File: src/rtl/sram_arbiter.sv
// rtl/sram_arbiter.sv - round-robin two-port arbiter and access sequencer for the external 1Mx16 SRAM
module sram_arbiter #(
    parameter int ADDR_W        = 20,
    parameter int DATA_W        = 16,
    parameter int ACCESS_CYCLES = 2
) (
    input  logic              clk,
    input  logic              rst,
    input  logic              a_req,
    input  logic              a_we,
    input  logic [1:0]        a_be,
    input  logic [ADDR_W-1:0] a_addr,
    input  logic [DATA_W-1:0] a_wdata,
    output logic              a_ready,
    output logic              a_rvalid,
    output logic [DATA_W-1:0] a_rdata,
    input  logic              b_req,
    input  logic              b_we,
    input  logic [1:0]        b_be,
    input  logic [ADDR_W-1:0] b_addr,
    input  logic [DATA_W-1:0] b_wdata,
    output logic              b_ready,
    output logic              b_rvalid,
    output logic [DATA_W-1:0] b_rdata,
    output logic [ADDR_W-1:0] sram_addr,
    output logic [DATA_W-1:0] sram_dq_out,
    output logic              sram_dq_oe,
    input  logic [DATA_W-1:0] sram_dq_in,
    output logic              sram_ce_n,
    output logic              sram_oe_n,
    output logic              sram_we_n,
    output logic              sram_ub_n,
    output logic              sram_lb_n
);

    typedef enum logic [1:0] {IDLE, RD, WR} state_t;

    localparam logic [3:0] CNT_LOAD = 4'(ACCESS_CYCLES - 1);

    state_t            state;
    state_t            state_next;
    logic              last_b;      // 1 = port B won the previous arbitration
    logic              owner_b;     // port owning the access in flight
    logic [3:0]        cnt;
    logic [1:0]        be_r;
    logic              grant;
    logic              pick_b;
    logic              we_sel;
    logic [1:0]        be_sel;
    logic [ADDR_W-1:0] addr_sel;
    logic [DATA_W-1:0] wdata_sel;
    logic [1:0]        be_nxt;

    always_comb begin
        state_next = state;
        grant      = 1'b0;
        // B wins when it is alone, or on a tie when A was granted last.
        pick_b     = b_req && (!a_req || !last_b);
        we_sel     = pick_b ? b_we    : a_we;
        be_sel     = pick_b ? b_be    : a_be;
        addr_sel   = pick_b ? b_addr  : a_addr;
        wdata_sel  = pick_b ? b_wdata : a_wdata;
        case (state)
            IDLE: begin
                if (a_req || b_req) begin
                    grant      = 1'b1;
                    state_next = we_sel ? WR : RD;
                end
            end
            default: begin
                if (cnt == 4'd0) begin
                    state_next = IDLE;
                end
            end
        endcase
        be_nxt = grant ? be_sel : be_r;
    end

    always_ff @(posedge clk) begin
        if (rst) begin
            state <= IDLE;
        end else begin
            state <= state_next;
        end
    end

    // Strobes are registered from the next state so they line up with the
    // RD/WR cycles themselves; IDLE always drives the bus-turnaround values.
    always_ff @(posedge clk) begin
        if (rst) begin
            last_b      <= 1'b1;
            owner_b     <= 1'b0;
            cnt         <= 4'd0;
            be_r        <= 2'b00;
            a_ready     <= 1'b0;
            b_ready     <= 1'b0;
            a_rvalid    <= 1'b0;
            b_rvalid    <= 1'b0;
            a_rdata     <= '0;
            b_rdata     <= '0;
            sram_addr   <= '0;
            sram_dq_out <= '0;
            sram_dq_oe  <= 1'b0;
            sram_ce_n   <= 1'b1;
            sram_oe_n   <= 1'b1;
            sram_we_n   <= 1'b1;
            sram_ub_n   <= 1'b1;
            sram_lb_n   <= 1'b1;
        end else begin
            a_ready  <= 1'b0;
            b_ready  <= 1'b0;
            a_rvalid <= 1'b0;
            b_rvalid <= 1'b0;
            if (grant) begin
                last_b      <= pick_b;
                owner_b     <= pick_b;
                be_r        <= be_sel;
                cnt         <= CNT_LOAD;
                sram_addr   <= addr_sel;
                sram_dq_out <= wdata_sel;
                a_ready     <= !pick_b;
                b_ready     <= pick_b;
            end else if (state != IDLE && cnt != 4'd0) begin
                cnt <= cnt - 4'd1;
            end
            // Capture pad data on the edge that ends the last read cycle.
            if (state == RD && cnt == 4'd0) begin
                if (owner_b) begin
                    b_rdata  <= sram_dq_in;
                    b_rvalid <= 1'b1;
                end else begin
                    a_rdata  <= sram_dq_in;
                    a_rvalid <= 1'b1;
                end
            end
            sram_ce_n  <= (state_next == IDLE);
            sram_oe_n  <= (state_next != RD);
            sram_we_n  <= (state_next != WR);
            sram_ub_n  <= (state_next == IDLE) || (state_next == WR && !be_nxt[1]);
            sram_lb_n  <= (state_next == IDLE) || (state_next == WR && !be_nxt[0]);
            sram_dq_oe <= (state_next == WR);
        end
    end

endmodule

File: config.mk
export PLATFORM = sky130hd
export DESIGN_NAME = sram_arbiter
export DESIGN_NICKNAME = d
export VERILOG_FILES = /design/src/rtl/sram_arbiter.sv
export SDC_FILE = /design/constraint.sdc
export NUM_CORES = 1
export LEC_CHECK = 0
export CAP_MARGIN = 30
export CORE_MARGIN = 2
export CORE_UTILIZATION = 40
export DETAILED_ROUTE_END_ITERATION = 10
export PLACE_DENSITY = 0.8
export SYNTH_ARGS = -nofsm -noshare
export SYNTH_HDL_FRONTEND = slang
export SYNTH_SLANG_ARGS = --single-unit
File: constraint.sdc
create_clock -name clk -period 2.4 [get_ports clk]
set_clock_uncertainty 0.05 [all_clocks]
set_input_delay 0.48 -clock clk [delete_from_list [all_inputs] [get_ports clk]]
set_output_delay 0.48 -clock clk [all_outputs]
set_load 0.05 [all_outputs]
* Yosys cells after proc, flatten, opt, wreduce, memory -nomap -nowiden
Index checks and enable logic that the tools add are counted.
Cells by class: reduce and logical (&&, ||, !) cells 25, eq/ne operators 4, bitwise logic cells 3, muxes and demuxes 15, add/sub/neg operators 1
Operators with widths (number):
- 2-to-1 mux 20 bit | 1
- 2-to-1 mux 16 bit | 1
- 2-to-1 mux 2 bit | 6
- 2-to-1 mux 1 bit | 7
- OR reduction 2 bit | 3
- logical AND 1 bit | 5
- logical NOT 1 bit | 5
- logical NOT 2 bit | 2
- logical NOT 4 bit | 1
- logical OR 1 bit | 4
- AND reduction 2 bit | 2
- nonzero test 2 bit | 2
- nonzero test 4 bit | 1
- subtractor 4 x 1 -> 4 bit (second input constant) | 1
- inverter 1 bit | 3
- equality test 2 x 1 -> 1 bit (second input constant) | 1
- equality test 2 bit (second input constant) | 1
- != test 2 x 1 -> 1 bit (second input constant) | 1
- != test 2 bit (second input constant) | 1
Word-level totals: flip-flop bits (word level) 88, output and inout port bits 78

* Longest topological paths before layout
Gate-level depths: netlist of the first run.
depth after elaboration 10, depth in mapped cells 8, depth with buffers taken out 6

* Least setup slack after synthesis of the first run
OpenSTA, ideal clock, no wires.
path kind register -> register, start point register cnt[0], end point register a_rdata[10], clock period less this slack 1848 ps, arrival 1670 ps, data required time 2222 ps, setup slack 552 ps, stages on the path, launching flop included 9, cells stage by stage dfxtp_1 -> inv_1 -> ha_1 -> or3b_4 -> nor4b_4 -> buf_6 -> buf_12 -> mux2i_1 -> nor2_1
On the way: cells in the longest elaborated chain, start to end 3
Ends and longest elaborated chain:
- start, declared | line 44 | logic [3:0] cnt;
- start signal, assigned | line 124 | cnt <= cnt - 4'd1;
- logical NOT 4 bit | line 127 | if (state == RD && cnt == 4'd0) begin
- logical AND 1 bit | line 127
- AND reduction 2 bit (no line)
- end signal, assigned | line 132 | a_rdata <= sram_dq_in;
- end, declared | line 16 | output logic [DATA_W-1:0] a_rdata,
Every way passes these cells. A chain may end at the register's enable or synchronous reset.

* Final worst setup path of the first run
start point register sram_dq_out[12], end point output port sram_dq_out[12]
RTL lines:
- start, declared | line 26 | output logic [DATA_W-1:0] sram_dq_out,
- start signal, assigned | line 120 | sram_dq_out <= wdata_sel;
No word-level cell between the ends.

==> impl_metrics.ini, run 1 <==
[sta]
report.final.hold_viol_count = 0
fmax_mhz = 484.8
setup_tns_ns = 0
worst_pin_slew_ns = 0.5586
slew_violations = 0
post-route-min-period_ns = 2.063
rsz0062_at_grt = no
fin_crit_sh_pct = 85.94
setup_violations = 0
maxSlewHeadroom_pct = 62.65

[synthesis]
synth_cell_types = 37
async_flop_share_pct = 0
yosys_register_bits = 88
syn_area_um2 = 3466
synth_edf_count = 0
synth.avg_cell_area_um2 = 10.28
synth_nets = 436
ys_seq_area_share_pct = 50.83
synthCells = 337
synthFlopType = dfxtp_1
yosys_warnings = 0

[critical_path]
crit_required_ns = 1.87
critPathLaunchType = register
reg2reg_slack_ns = 0.39
arrival_ns = 1.53
end_kind = primary output
reg2reg_depth = 7
path_class = register to primary output
slowest_stage = clkdlybuf4s50_1
cp_cell_sequence = clkdlybuf4s50_1
slowest_delay_ns = 0.85
path_buf_inv = 1
crit_fanout = 2
reg2reg_to = a_rdata[11]$_SDFFE_PP0P_
r2r-start = cnt[0]$_SDFFE_PP0P_
crit_family = buffers and inverters

[pwr]
ir_drop_uv = 382.3
p_leak_uw = 0.002182
power.density_nw_per_um2 = 755.5
power_uw = 4152

[clocking]
clock-sinks = 88
cts_hold_buf = 0
clk_path_buf_depth = 2
cts_setup_buffers = 0
clk_pin_slew_ns = 0.08
cts_root_buffer = clkbuf_8
cts_resized = 0
cts_inserted_buffers = 9
cts_tree = done
htree_levels = 3
worstSkewPairLatency_ns = 0.34

[grt]
grt_max_degree = 71
grt_pass1_vias = 2979
globalRouteTotalUtil_pct = 17.88
antenna_found_initial = 0
grt_pass1_wl_mm = 13.94
overflow = 0

[die]
die_w_um = 97.09
die_area_um2 = 9426
core_um2 = 8299
ios = 176
start_util_pct = 41.76
num_rows = 33
dieHeight_um = 97.09

[detailed_routing]
routed_wirelength_mm = 8.469
avgViaCountPerCell = 4.825
drt_iter0_markers = 92
vias = 2958
drc = 0
antenna_left = 0
wl_per_cell_um = 13.82
first_pass_iters = 4

[placed_design]
dp_hpwl_mm = 6.430
place_area_um2 = 5275
gp_congestion = 0.7664
portBuffers = 175

[job]
drv_cap = 0

[status]
outcome = complete, no violations

[final_layout]
n_fill_cell = 680
antenna_cells = 0
fin_area_um2 = 5497
syn_to_final_growth_pct = 58.59
drive_above_1_share_pct = 5.315
nets = 602

[min_path]
hold_end = a_rdata[13]$_SDFFE_PP0P_
hold_class = register to register
min_from = a_rdata[13]$_SDFFE_PP0P_
holdPathStages = 2
synth_stat cells, types with 2 or more instances:
cell,count,area (µm²)
a21oi_1,6,30.03
inv_1,5,18.77
buf_2,12,60.06
buf_4,3,22.52
dfxtp_1,88,1762
nor2_1,72,270.3
or3_1,2,12.51
a211oi_1,38,285.3
nor3_1,5,25.02
and2_1,2,12.51
clkbuf_1,9,33.78
mux2i_1,69,690.7
nand3_1,2,10.01
area by class of cell:
class / count / area [µm²] / area share, %
clock inverter: 4 / 76.32 / 1.389
multi-input combinational: 218 / 1546 / 28.14
inverter: 5 / 18.77 / 0.3415
tap: 105 / 131.4 / 2.390
timing repair buffer: 181 / 1817 / 33.05
clock buffer: 12 / 145.1 / 2.641
sequential: 88 / 1762 / 32.05
state kept, by name, indices dropped and copies added, names as in the netlist, 2 cells and up:
signal,cells
b_rdata,16
cnt,4
be_r,2
a_rdata,16
sram_addr,20
sram_dq_out,16
state,2
layer usage:
metal	GRT usage (%)	vias to the layer above	share of wire, %
met2	31.73	97	50
met5	0	-	0
met4	5.959	0	1.4
met3	6.259	11	7.8
met1	19.91	1328	41
li1	-	1522	-
how the worst max path moves through the flow:
stage                                            start                          to  slack (ns)  depth (start not counted)
after global placement                           b_req        sram_oe_n$_SDFF_PP1_        0.19                          5
after CTS                 sram_dq_out[12]$_SDFFE_PP0N_             sram_dq_out[12]        0.31                          1
final                     sram_dq_out[12]$_SDFFE_PP0N_             sram_dq_out[12]        0.34                          1
after global routing               cnt[0]$_SDFFE_PP0P_     a_rdata[7]$_SDFFE_PP0P_        0.24                          7
after detailed placement                         a_req  sram_addr[10]$_SDFFE_PP0N_        0.12                          6
after floorplan                    cnt[0]$_SDFFE_PP0P_    a_rdata[10]$_SDFFE_PP0P_        0.55                          8
per-stage QoR:
| step | utilization (%) | cells | worst slack [ns] | hold slack, ns |
|---|---|---|---|---|
| 6_report | 66.23 | 613 | 0.3373 | 0.4481 |
| 5_1_grt | 66.23 | 613 | 0.2429 | 0.4734 |
| 4_1_cts | 66.23 | 613 | 0.3119 | 0.4522 |
| 3_5_place_dp | 63.56 | 597 | 0.1188 | 0.4341 |
| 3_3_place_gp | 63.56 | 597 | 0.1868 | 0.4244 |
| 2_1_floorplan | - | 337 | 0.5521 | 0.4007 |
placed cells by master, fill, tap and decap left out, drive strengths merged:
| cell | synthesis | routed |
|---|---|---|
| or3 | 2 | 2 |
| nor2 | 73 | 73 |
| nand4b | 1 | 1 |
| nand3 | 2 | 2 |
| nor4b | 1 | 1 |
| buf | 17 | 7 |
| a21boi | 1 | 1 |
| a22o | 1 | 1 |
| and4 | 1 | 1 |
| nor3b | 1 | 1 |
| o2111a | 1 | 1 |
| mux2 | 1 | 1 |
| clkinvlp | 0 | 1 |
| ha | 1 | 1 |
| a2111oi | 1 | 1 |
| a221o | 1 | 1 |
| nand3b | 1 | 1 |
| and2 | 2 | 2 |
| clkdlybuf4s50 | 0 | 174 |
| a21oi | 6 | 6 |
| nand2 | 1 | 1 |
| a22oi | 1 | 1 |
| a21o | 1 | 1 |
| and3 | 1 | 1 |
| nor3 | 5 | 5 |
| a211oi | 38 | 38 |
| clkbuf | 9 | 12 |
| xor2 | 1 | 1 |
| dfxtp | 88 | 88 |
| inv | 5 | 6 |
| o21ai | 1 | 1 |
| xnor2 | 1 | 1 |
| or3b | 1 | 1 |
| bufinv | 0 | 2 |
| or2 | 1 | 1 |
| mux2i | 69 | 69 |
power breakdown:
part,internal (µW),switching (µW)
sequential,1610,80.0
clock,620,491
combinational,545,807
total,2770,1380
cells by family (layout without fill, tap and decap cells):
| family | after synthesis | after routing | share of synthesized area (%) |
|---|---|---|---|
| simple gates | 93 | 93 | 12.13 |
| flops | 88 | 88 | 50.83 |
| mux | 70 | 70 | 20.25 |
| compound gates | 52 | 52 | 11.12 |
| buf+inv | 31 | 202 | 4.801 |
| xor+xnor | 2 | 2 | 0.5055 |
| fa+ha+maj | 1 | 1 | 0.3610 |
Power figures use the tool's default switching activity.
==> run 2: changes to the inputs <==
--- a/config.mk
+++ b/config.mk
@@ -5,11 +5,12 @@
 export SDC_FILE = /design/constraint.sdc
 export NUM_CORES = 1
 export LEC_CHECK = 0
+export ABC_CLOCK_PERIOD_IN_PS = 2400
 export CAP_MARGIN = 30
 export CORE_MARGIN = 2
 export CORE_UTILIZATION = 40
 export DETAILED_ROUTE_END_ITERATION = 10
-export PLACE_DENSITY = 0.8
+export PLACE_DENSITY = 0.83
 export SYNTH_ARGS = -nofsm -noshare
 export SYNTH_HDL_FRONTEND = slang
 export SYNTH_SLANG_ARGS = --single-unit
==> run 2 against run 1 <==
Sequential power about the same; critical path depth unchanged; setup slack worse by 0.0020 ns; non-clock buffer count up 1; sequential cell count unchanged; power down 3.2%; sequential share of layout area up 0.095 points; cell count up 0.16%; worst hold slack worse by 0.016 ns; first-iteration DRC count down 7.6%.
==> impl_metrics.ini, run 2 (synthesis gave the netlist of run 1 again) <==
[status]
outcome = complete, no violations

[pwr]
p_leak_uw = 0.002180
seqPwrFrac_pct = 42.0
power.switching_uw = 1450
power.internal_uw = 2571
swShare_pct = 36.06
clock_power_share_pct = 23.9
ir_drop_uv = 354.6
comb_power_share_pct = 34.1
power.density_nw_per_um2 = 733.8
power_uw = 4022

[grt]
grt_max_degree = 55
globalRouteTotalUtil_pct = 18.58
use_met1_pct = 21.88
met3_usage_pct = 5.612
grt_pass1_wl_mm = 14.48
grt_pass1_vias = 2988
grt-busiest-layer = met2
met2_usage_pct = 31.57
antenna_found_initial = 0
overflow = 0

[final_layout]
ff_latch_area_um2 = 1762
nets = 603
top_register = sram_addr
antenna_cells = 0
layout_common_cells = clkdlybuf4s50_1, dfxtp_1, nor2_1
mostFrequentLayoutCell = clkdlybuf4s50_1
drive_above_1_share_pct = 5.697
largest_register_ffs = 20
syn_to_final_growth_pct = 58.12
multi_input_area_um2 = 1546
fin_cells = 614
fin_area_um2 = 5480
n_fill_cell = 647

[critical_path]
reg2reg_slack_ns = 0.36
crit_required_ns = 1.87
critPathLaunch = a_rdata[13]$_SDFFE_PP0P_
r2r-start = cnt[0]$_SDFFE_PP0P_
critPathLaunchType = register
end_kind = primary output
path_class = register to primary output
slowest_stage = clkdlybuf4s50_1
slowest_delay_ns = 0.81
crit_family = buffers and inverters
path_buf_inv = 1
arrival_ns = 1.53
crit_fanout = 2
cp_cell_sequence = clkdlybuf4s50_1

[sta]
slew_violations = 0
fin_crit_sh_pct = 86.03
worst_pin_slew_ns = 0.5423
setup_violations = 0
rsz0062_at_grt = no
hold_ws_ns = 0.4324
fmax_mhz = 484.3
post-route-min-period_ns = 2.065
maxSlewHeadroom_pct = 63.74
report.final.hold_viol_count = 0
setup_tns_ns = 0

[die]
num_rows = 33
core_um2 = 8299
start_util_pct = 41.76
die_w_um = 97.09
dieHeight_um = 97.09
die_area_um2 = 9426
ios = 176

[min_path]
min_from = rst
hold_class = input pin to register

[clocking]
clock-sinks = 88
cts_root_buffer = clkbuf_8
clk_pin_slew_ns = 0.10
htree_levels = 3
cts_tree = done
worstSkewPairLatency_ns = 0.35
cts_setup_buffers = 0
cts_resized = 0
cts_inserted_buffers = 9
clk_path_buf_depth = 2
cts_hold_buf = 0

[placed_design]
post-place-cells = 598
gp_congestion = 0.7446
portBuffers = 175
dp_hpwl_mm = 6.620
place_area_um2 = 5295

[detailed_routing]
antenna_left = 0
wl_per_cell_um = 14.23
vias = 3008
routed_wirelength_mm = 8.739
first_pass_iters = 4
drc = 0
avgViaCountPerCell = 4.899
drt_iter0_markers = 85

[job]
drv_cap = 0
run 2: per-stage QoR:
stage	setup slack, ns	util (%)
CTS	0.3168	66.03
global placement	0.2459	63.80
floorplan	0.5521	-
finish	0.3353	66.03
detailed placement	0.1749	63.80
global route	0.2614	66.03
run 2: cell type report:
type / count / share of cell area (%)
tap: 105 / 2.397
clock buffer: 10 / 2.329
multi-input combinational: 218 / 28.22
clock inverter: 6 / 1.050
sequential: 88 / 32.15
inverter: 5 / 0.3425
timing repair buffer: 182 / 33.52
run 2: power by group through the flow:
stage,sequential (µW),clock [µW],combinational [µW]
finish,1690,960,1370
global route,1710,1060,1460
CTS,1690,990,1380
detailed placement,1720,0,1380
global placement,1720,0,1360
floorplan,2170,0,419
run 2: final timing paths:
kind,cells past startpoint,end
max,1,a_rdata[13]
max reg2reg,7,a_rdata[4]$_SDFFE_PP0P_
min,3,last_b$_SDFFE_PP1N_
min reg2reg,2,b_rdata[11]$_SDFFE_PP0P_
run 2: metal layers:
metal	vias up	routed length (µm)
li1	1526	-
met1	1361	3609
met2	109	4305
met3	12	649
met4	0	174
met5	-	0
==> run 3: changes to the inputs <==
--- a/config.mk
+++ b/config.mk
@@ -8,9 +8,10 @@
 export ABC_CLOCK_PERIOD_IN_PS = 2400
 export CAP_MARGIN = 30
 export CORE_MARGIN = 2
-export CORE_UTILIZATION = 40
+export CORE_UTILIZATION = 35
 export DETAILED_ROUTE_END_ITERATION = 10
-export PLACE_DENSITY = 0.83
+export PLACE_DENSITY = 0.75
+export SKIP_CTS_REPAIR_TIMING = 1
 export SYNTH_ARGS = -nofsm -noshare
 export SYNTH_HDL_FRONTEND = slang
 export SYNTH_SLANG_ARGS = --single-unit
==> run 3 against run 2 <==
Final area is 0.91% higher; register-to-register slack better by 0.04 ns; die area is 14% higher; maximum frequency is 0.94% higher; sequential cell count stayed put; via count is 0.53% higher; clock-buffer cell count is 2 higher; critical path type unchanged; largest power group unchanged; highest routed layer unchanged.
==> impl_metrics.ini, run 3 (synthesis gave the netlist of run 1 again) <==
[critical_path]
slowest_stage = clkdlybuf4s50_1
path_buf_inv = 1
end_kind = primary output
crit_family = buffers and inverters
arrival_ns = 1.52
r2r-start = cnt[0]$_SDFFE_PP0P_
cp_cell_sequence = clkdlybuf4s50_1
crit_fanout = 2
slowest_delay_ns = 0.81
path_class = register to primary output
critPathLaunchType = register
crit_required_ns = 1.87
critPathLaunch = b_rdata[14]$_SDFFE_PP0P_

[min_path]
hold_class = register to register
min_from = a_rdata[8]$_SDFFE_PP0P_

[grt]
grt_max_degree = 73
grt_pass1_wl_mm = 14.43
antenna_found_initial = 0
globalRouteTotalUtil_pct = 16.37
grt_pass1_vias = 3035
overflow = 0

[placed_design]
dp_hpwl_mm = 6.346
gp_congestion = 0.7837
portBuffers = 175

[sta]
fin_crit_sh_pct = 85.22
rsz0062_at_grt = no
maxSlewHeadroom_pct = 64.54
report.final.hold_viol_count = 0
fmax_mhz = 488.9
slew_violations = 0
setup_tns_ns = 0
setup_violations = 0
hold_ws_ns = 0.4469
worst_pin_slew_ns = 0.5302
post-route-min-period_ns = 2.045

[final_layout]
nets = 602
layout_common_cells = clkdlybuf4s50_1, dfxtp_1, nor2_1
drive_above_1_share_pct = 5.512
top_register = sram_addr
largest_register_ffs = 20
antenna_cells = 0
multi_input_area_um2 = 1546
n_fill_cell = 860
mostFrequentLayoutCell = clkdlybuf4s50_1
ff_latch_area_um2 = 1762
syn_to_final_growth_pct = 59.57

[die]
die_w_um = 103.5
ios = 176
core_um2 = 9684
num_rows = 36
start_util_pct = 35.79
dieHeight_um = 103.5
die_area_um2 = 10710

[status]
outcome = complete, no violations

[clocking]
cts_tree = done
clock-sinks = 88
clk_path_buf_depth = 2
cts_root_buffer = clkbuf_8
cts_inserted_buffers = 9
htree_levels = 3
worstSkewPairLatency_ns = 0.34
clk_pin_slew_ns = 0.09

[detailed_routing]
vias = 3024
first_pass_iters = 4
antenna_left = 0
wl_per_cell_um = 13.63
drc = 0
drt_iter0_markers = 71
avgViaCountPerCell = 4.718
routed_wirelength_mm = 8.736

[pwr]
swShare_pct = 33.91
power.switching_uw = 1385
comb_power_share_pct = 33.3
ir_drop_uv = 297.3
p_leak_uw = 0.002185
power.internal_uw = 2699
seqPwrFrac_pct = 41.3
power.density_nw_per_um2 = 738.6
clock_power_share_pct = 25.4

[job]
drv_cap = 0
## run 3: cell types whose count changed in the layout (fill, tap and decap cells not counted), sizes merged
| cell | change |
|---|---|
| buf | -1 |
| bufinv | +1 |
| clkbuf | +2 |
| clkinv | +2 |
| inv | -5 |
## run 3: layout make-up
cell class,instances,area share [%]
repair buffers,181,33.08
flip-flops and latches,88,31.86
multi-input cells,218,27.96
well taps,133,3.009
clock buffers,12,2.805
clock inverters,4,0.9502
inverters,5,0.3394
## run 3: metrics by stage
step	instance area, µm²	setup WS (ns)	instances	total power (µW)	utilization (%)
global placement	5323	0.2095	625	3064	54.96
floorplan	3466	0.5521	337	2588	-
detailed placement	5323	0.1411	625	3087	54.96
CTS	5530	0.3221	641	4133	57.11
global route	5530	0.2753	641	4284	57.11
finish	5530	0.3546	641	4085	57.11
## run 3: path summary, 6_finish.rpt
check,cells after the start,to,slack [ns]
min reg2reg,2,a_rdata[8]$_SDFFE_PP0P_,0.45
max,1,b_rdata[14],0.35
min,2,a_rdata[8]$_SDFFE_PP0P_,0.45
max reg2reg,7,a_rdata[0]$_SDFFE_PP0P_,0.40
## run 3: power groups by stage
stage	clock, µW	combinational [µW]	sequential, µW
after floorplan	0	419	2170
after global placement	0	1350	1710
after detailed placement	0	1370	1720
after CTS	1070	1370	1690
after global routing	1140	1440	1710
final	1040	1360	1690
## run 3: per-layer routing
metal  up-vias  GRT usage [%]  wire length (µm)
met5         -              0                 0
met4         0          6.757               164
met3        15          4.657               542
met2        95          29.56              4382
met1      1390          17.99              3645
li1       1524              -                 -
==> patch, RTL diff (settings of run 2) <==
Re-encode `state_t` (3 states) as one-hot, 3 bits wide.
--- a/src/rtl/sram_arbiter.sv
+++ b/src/rtl/sram_arbiter.sv
@@ -34,5 +34,5 @@
 );
 
-    typedef enum logic [1:0] {IDLE, RD, WR} state_t;
+    typedef enum logic [2:0] {IDLE = 3'b001, RD = 3'b010, WR = 3'b100} state_t;
 
     localparam logic [3:0] CNT_LOAD = 4'(ACCESS_CYCLES - 1);
Check against the original RTL: no difference found for any inputs over 10 cycles, from zero or initial values and one cycle with rst high; not proved beyond that.
==> patch against run 2 <==
- cell area rose by 7.1%
- synthesized cell count is 15% higher
- area after synthesis grew 8.1%
- clock power grew 22%
- maximum frequency is 1.9% lower
- power grew 26%
- via count up 15%
- sequential cell count is 1 higher
- setup slack worse by 41 ps
- final cell count up 11%
- hold slack improved by 4.4 ps
- non-clock buffer count rose by 11
- wire length up 12%
- critical path type unchanged
==> patch: results (changes against run 2) <==
Outcome
  – Status: finished clean (unchanged)

Layout
  – Share of layout cells above drive strength 1: 13.2% (was 5.70%)
  – Final nets: 663 (was 603)
  – Final std cells w/o fill: 680 (was 614)

Placement
  – Pre-CTS setup slack: 185 ps (was 175 ps)
  – Final GP Congestion: 0.785 (was 0.745)
  – HPWL after DPL: 7.45 mm (was 6.62 mm)
  – Post-DP Area: 5630 um^2 (was 5300 um^2)

Min path
  – Worst hold path class: reg -> reg (was in -> reg)
  – Hold path cells: 1 (was 3)
  – Hold path endpoint: owner_b (was last_b)
  – Min-delay src: owner_b (was rst)

STA
  – Worst hold slack: 437 ps (was 432 ps)
  – Minimum clock period: 2110 ps (was 2060 ps)
  – Max-slew headroom: 63.9% (was 63.7%)

GRT
  – Met3 Track Usage GR: 5.62% (was 5.61%)
  – First-pass GRT wire length: 15.4 mm (was 14.5 mm)
  – M2 GR Usage: 33.7% (was 31.6%)
  – Met1 Use GR: 22.0% (was 21.9%)
  – Largest net degree at the start of global routing: 43 (was 55)
  – Gr usage total: 19.0% (was 18.6%)

Routing
  – Iter 0 DRT Violations: 130 (was 85)
  – Met2 wire length: 4.85 mm (was 4.31 mm)
  – Wl on met1: 4.04 mm (was 3.61 mm)
  – Met3 WL: 828 um (was 649 um)
  – First drt pass iteration count: 6 (was 4)
  – Post-DRT Antenna Nets: 0 (unchanged)
  – Vias: 3447 (was 3008)
  – Drt total wl: 9.83 mm (was 8.74 mm)

Clock network
  – CTS HTree Levels: 3 (unchanged)
  – Post_cts resized: 0 (unchanged)
  – Worst skew pair latency: roughly 340 ps
  – Root buffer cell: clkbuf_8 (unchanged)
  – Clock-pin slew on the worst setup and hold paths: about 90 ps

Pwr
  – VDD IR max: 0.000573 V (was 0.000355 V)
  – Leak Pwr: 0.00230 uW (was 0.00218 uW)

Setup path
  – Slowest Stage Delay on Critical Path: 840 ps (was 810 ps)
  – Critical Path Sink: sram_addr[15] (was a_rdata[13])
  – R2R Path End: sram_addr[14] (was a_rdata[4])
  – Crit-path slowest cell: clkdlybuf4s50_1 (unchanged)
  – FF-to-FF Start: state[0] (was cnt[0])
  – CP startpoint: sram_addr[15] (was a_rdata[13])
  – CP max FO: 2 (unchanged)
  – Reg-to-reg slack, setup: 390 ps (was 360 ps)
  – Reg2Reg Depth: 5 (was 7)

Synth
  – Synth top cells by count: dfxtp_1, nor2_1, nand2_1, a311oi_2, mux2i_1 (was dfxtp_1, nor2_1, mux2i_1, a211oi_1, buf_2)
  – Library cells used by synthesis: 39 (was 37)
  – Synth area leaders: dfxtp_1, a311oi_2, mux2i_1 (was dfxtp_1, mux2i_1, a211oi_1)
  – Syn Inst Count: 389 (was 337)
  – Mapped Nets: 488 (was 436)
  – Main synth FF type: dfxtp_1 (unchanged)
  – Post-synthesis sequential area ratio: 47.5% (was 50.8%)
  – Number of synthesized flops with an enable pin: 0 (unchanged)
==> patch: cells by family (layout without fill, tap and decap cells) <==
| kind of cell | count (synthesis) | after routing | synth area share [%] |
|---|---|---|---|
| compound gates | 55 | 55 | 18.2 |
| xor+xnor | 2 | 2 | 0.468 |
| fa+ha+maj | 1 | 1 | 0.334 |
| buf+inv | 33 | 213 | 4.84 |
| flops | 89 | 89 | 47.5 |
| mux | 33 | 33 | 8.81 |
| simple gates | 176 | 176 | 19.8 |
==> patch: cell type report <==
cell class,count,area (um^2)
Inverter,4,15.0
Fill cell,734,3290
Timing Repair Buffer,193,1910
Sequential cell,89,1780
Clock inverter,5,86.3
Clock buffer,11,151
Multi-Input combinational cell,267,1780
Tap cell,111,139
==> patch: where the power goes <==
group	internal, uW	switching [uW]
clock	651	520
combinational	823	1270
sequential	1690	127
